===== src/rtl/alu_exec_ctrl.sv =====
// alu_exec_ctrl: three-cycle execute sequencer feeding an 8-bit ALU, with a 4x8 register file and CB/EXT writeback
module alu_exec_ctrl #(
  parameter int NREGS = 4,
  parameter int RW    = 2
) (
  input  logic          clk,
  input  logic          rst_n,
  input  logic          in_valid,
  output logic          in_ready,
  input  logic [7:0]    in_opcode,
  input  logic [RW-1:0] in_rd,
  input  logic [RW-1:0] in_rs1,
  input  logic [RW-1:0] in_rs2,
  input  logic          in_use_imm,
  input  logic [7:0]    in_imm,
  output logic [7:0]    alu_a,
  output logic [7:0]    alu_b,
  output logic [7:0]    alu_op,
  input  logic [7:0]    alu_result,
  input  logic          alu_cb,
  input  logic [7:0]    alu_ext,
  output logic          flag_cb,
  output logic [7:0]    ext_reg,
  output logic          done,
  output logic          busy,
  input  logic [RW-1:0] dbg_sel,
  output logic [7:0]    dbg_data
);
  typedef enum logic [1:0] {IDLE = 2'd0, EXEC = 2'd1, WB = 2'd2} state_t;
  state_t          r_state, w_next;
  logic [7:0]      r_regs [NREGS];
  logic [7:0]      r_a, r_b, r_op, r_ext;
  logic [RW-1:0]   r_rd;
  logic            r_cb;
  logic            w_accept, w_commit;
  logic [3:0]      w_hi;
  logic            w_arith, w_mul, w_logic, w_cmp;
  assign w_accept = in_valid && (r_state == IDLE);
  assign w_commit = (r_state == EXEC);
  assign w_hi     = r_op[7:4];
  assign w_arith  = (w_hi == 4'h1) || (w_hi == 4'h2) || (r_op == 8'h06) || (r_op == 8'h07);
  assign w_mul    = (w_hi == 4'h3);
  assign w_logic  = (r_op >= 8'h01 && r_op <= 8'h05) || (w_hi == 4'h5) || (w_hi == 4'h6);
  assign w_cmp    = (w_hi == 4'h7);
  assign in_ready = (r_state == IDLE);
  assign busy     = (r_state != IDLE);
  assign done     = (r_state == WB);
  assign alu_a    = r_a;
  assign alu_b    = r_b;
  assign alu_op   = r_op;
  assign flag_cb  = r_cb;
  assign ext_reg  = r_ext;
  assign dbg_data = r_regs[dbg_sel];
  // state register
  always_ff @(posedge clk or negedge rst_n) begin
    if (!rst_n) r_state <= IDLE;
    else        r_state <= w_next;
  end
  // next state: IDLE -> EXEC -> WB -> IDLE, leaving IDLE only on accept
  always_comb begin
    w_next = r_state;
    case (r_state)
      IDLE:    w_next = in_valid ? EXEC : IDLE;
      EXEC:    w_next = WB;
      WB:      w_next = IDLE;
      default: w_next = IDLE;
    endcase
  end
  // operand/opcode latch on accept; held until the next accept
  always_ff @(posedge clk or negedge rst_n) begin
    if (!rst_n) begin
      r_a  <= '0;
      r_b  <= '0;
      r_op <= '0;
      r_rd <= '0;
    end else if (w_accept) begin
      r_a  <= r_regs[in_rs1];
      r_b  <= in_use_imm ? in_imm : r_regs[in_rs2];
      r_op <= in_opcode;
      r_rd <= in_rd;
    end
  end
  // writeback at the closing edge of EXEC, gated by the opcode class
  always_ff @(posedge clk or negedge rst_n) begin
    if (!rst_n) begin
      for (int i = 0; i < NREGS; i++) r_regs[i] <= '0;
      r_cb  <= 1'b0;
      r_ext <= '0;
    end else if (w_commit) begin
      if (w_arith || w_mul || w_logic) r_regs[r_rd] <= alu_result;
      if (w_arith || w_cmp)            r_cb         <= alu_cb;
      if (w_mul)                       r_ext        <= alu_ext;
    end
  end
endmodule


===== config.mk =====
export PLATFORM = sky130hd
export DESIGN_NAME = alu_exec_ctrl
export DESIGN_NICKNAME = d
export VERILOG_FILES = /design/src/rtl/alu_exec_ctrl.sv
export SDC_FILE = /design/constraint.sdc
export NUM_CORES = 1
export LEC_CHECK = 0
export CAP_MARGIN = 10
export CORE_MARGIN = 2
export CORE_UTILIZATION = 30
export CTS_BUF_LIST = sky130_fd_sc_hd__clkbuf_8
export DETAILED_ROUTE_END_ITERATION = 10
export SYNTH_ARGS = -nofsm -noshare
export SYNTH_HDL_FRONTEND = slang
export SYNTH_SLANG_ARGS = --single-unit

===== constraint.sdc =====
create_clock -name clk -period 3 [get_ports clk]
set_clock_uncertainty 0.2 [all_clocks]
set_input_delay 0.3 -clock clk [delete_from_list [all_inputs] [get_ports clk]]
set_output_delay 0.3 -clock clk [all_outputs]
set_load 0.005 [all_outputs]

==> summary.md <==
| Metric | Value |
|---|---|
| Worst Hold Class | `in2async` |
| Clk root buf | `clkbuf_8` |
| Num rows | `38` |
| Tightest Pin Transition | `0.631 ns` |
| Routed wire length | `roughly 8 mm` |
| CTS H-tree lvls | `3` |
| Drt first pass iters | `4` |
| Crit path max-delay family | `buffers and inverters` |
| DRT iter0 DRCs | `100` |
| CP required | `approximately 2.5 ns` |
| Final net count | `350` |
| Initial core utilization | `30.8%` |
| Placer Congestion | `between 0.7 and 0.8` |
| Inst Count DP | `433` |
| WL per Instance | `17.8 µm` |
| Pre-CTS WS | `0.491 ns` |
| Die Area | `roughly 12000 µm²` |
| Commonest cells after routing, fill and taps aside | `clkdlybuf4s50_1, dfrtp_1, mux2_2, mux4_2` |
| Setup TNS | `0 ns` |
| RSZ-0062 raised after global routing | `false` |
| Dpl hpwl | `between 5 and 6 mm` |
| R2r endpoint | `ext_reg[4]` |
| Switch share | `around 28%` |
| Final cell count without fillers | `450` |
| Tcrit/Tclk final | `between 80% and 90%` |
| Commonest non-fill, non-tap cell in the layout | `clkdlybuf4s50_1` |
| Status | `finished clean` |
| Number of I/O port buffers | `between 80 and 90` |
| Distinct cells, synth | `26` |
| Cell-internal power | `2910 µW` |
| CTS Sinks | `a little under 70` |
| Max reg flops | `32` |
| CTS tree | `built` |
| Startpoint types | `input port` |
| IO Count | `slightly below 90` |
| Reg2Reg Depth | `3` |
| CP Data Arrival Time | `about 2 ns` |
| First-pass GRT wire length | `12.3 mm` |
| Clock buffer depth | `2` |
| Synthesized area | `about 3300 µm²` |
| Vias/cell | `4.87` |
| Via count | `approximately 2200` |
| Vias in the first global route | `about 2300` |
| CP Cell Sequence | `clkdlybuf4s50_1 -> buf_4 -> mux4_2 -> clkdlybuf4s50_1` |
| Worst setup margin | `0.499 ns` |
| P per Cell Area | `875 nW/µm²` |
| Worst vdd ir | `around 370 µV` |
| R2R setup slack | `0.90 ns` |
| Clock-pin slew on the worst setup and hold paths | `~0.080 ns` |
| Finished Cell Area | `4630 µm²` |
| Syn nets | `between 200 and 300` |
| Part of the power in registers | `roughly two fifths` |
| Maximum Capacitance Violations | `0` |
| Critical Path Most Common Cell | `clkdlybuf4s50_1` |
| Seq cells post-synth | `69` |
| Final max-slew violation count | `0` |
| Post-Syn Instances | `between 200 and 250` |
| Clk Latency, worst-skew pair | `about 0.35 ns` |
| Layout cells sized above 1 | `between 30% and 40%` |
| Final Core Density | `approximately 43%` |
| Crit-path slowest cell | `mux4_2` |
| Biggest register | `r_regs` |
| Final setup fails | `0` |
| Clock Power Share | `a little over a fifth` |
| CP Class | `in2out` |
| Core area | `about 11000 µm²` |
| Top cell type's share of synthesized area | `about half` |
| GRT overflow | `0` |
| Synth area leaders | `dfrtp_1, mux2_2, mux4_2` |
| Max Fclk | `0.400 GHz` |
| Syn avg cell area | `between 15 and 20 µm²` |
| DRC Markers | `0` |
| Worst slew margin | `between 50 and 60%` |
| Slowest stage delay, CP | `around 0.53 ns` |
| CTS Buf Count | `9` |
| Combinational power share | `37.4%` |
| R2r startpoint | `r_state[1]` |
| Die H | `around 110 µm` |
| CTS resizes | `0` |
| Tmin final | `about 2.5 ns` |
| Die W | `about 110 µm` |
| Largest net degree at the start of global routing | `36` |
| Placement-stage cell area | `around 4400 µm²` |
| Psw | `roughly 1100 µW` |
| N_diodes | `0` |
| Area delta synth->final | `38.9%` |
| Initial antenna violation count | `0` |
| Crit end category | `output port` |
| Syn. warnings | `0` |
| Crit-path max FO | `8` |
| Routed Antenna Nets | `0` |
| Yosys top cell by area | `dfrtp_1` |
| GR Util All Layers | `~14%` |
| WP buf/inv | `3` |
| Hold Fails Final Rpt | `0` |
| Cell leakage power | `around 0.0019 µW` |
| Register area share after synthesis | `51.7%` |
how the worst max path moves through the flow:
stage / startpoint / to / slack, ns / cells after the start
final: dbg_sel[0] / dbg_data[6] / 0.50 / 4
after global routing: dbg_sel[0] / dbg_data[6] / 0.42 / 4
after CTS: dbg_sel[0] / dbg_data[6] / 0.48 / 4
after detailed placement: dbg_sel[0] / dbg_data[6] / 0.49 / 4
after global placement: dbg_sel[0] / dbg_data[6] / 0.49 / 4
after floorplan: r_state[1] / ext_reg[0] / 1.08 / 3
Yosys cell counts (all sizes together):
master	n
dfrtp	69
or2	1
mux4	24
xnor2	2
a211oi	1
nand2	1
clkbuf	3
nand4b	2
and2	1
o21ai	1
buf	8
and2b	1
mux2i	8
inv	1
a21oi	9
nor2	10
mux2	59
or3b	1
nand3	1
nor3	2
nand3b	1
nor2b	1
nand4	1
power by group through the flow:
stage	Clock, µW	Combinational (µW)	Sequential, µW
5_1_grt	924	1640	1750
2_1_floorplan	0	811	1620
3_3_place_gp	0	1510	1680
3_5_place_dp	0	1540	1710
6_report	855	1520	1680
4_1_cts	881	1540	1690
what timing repair did:
item / CTS / global route
setup buffers: 0 / 0
hold buffers: 1 / 0
hold endpoints to repair: 24 / 0
layer usage:
| layer | part of all wire, % | vias to the layer above | track usage [%] |
|---|---|---|---|
| met2 | 47 | 74 | 21.7 |
| met4 | 1.3 | 0 | 4.88 |
| met5 | 0 | - | 0 |
| li1 | - | 990 | - |
| met1 | 45 | 1117 | 19.1 |
| met3 | 6.6 | 11 | 3.91 |
metrics by stage:
stage	total power, µW	hold slack [ns]
floorplan	2430	-0.196
global placement	3190	0.141
detailed placement	3240	0.137
CTS	4110	0.279
global route	4310	0.297
finish	4050	0.278
cells by family after synthesis:
logic type      synth area share (%)
buf+inv                         1.54
simple gates                    5.62
flops                           51.7
xor+xnor                       0.525
mux                             38.5
compound gates                  2.06
cell type report:
type / count / area [µm²]
Inverter: 1 / 3.75
Timing Repair Buffer: 97 / 946
Sequential cell: 69 / 1730
Fill cell: 1040 / 6210
Clock inverter: 6 / 86.3
Clock buffer: 10 / 138
Multi-Input combinational cell: 127 / 1560
Tap cell: 140 / 175
(Power assumes the default switching activity.)
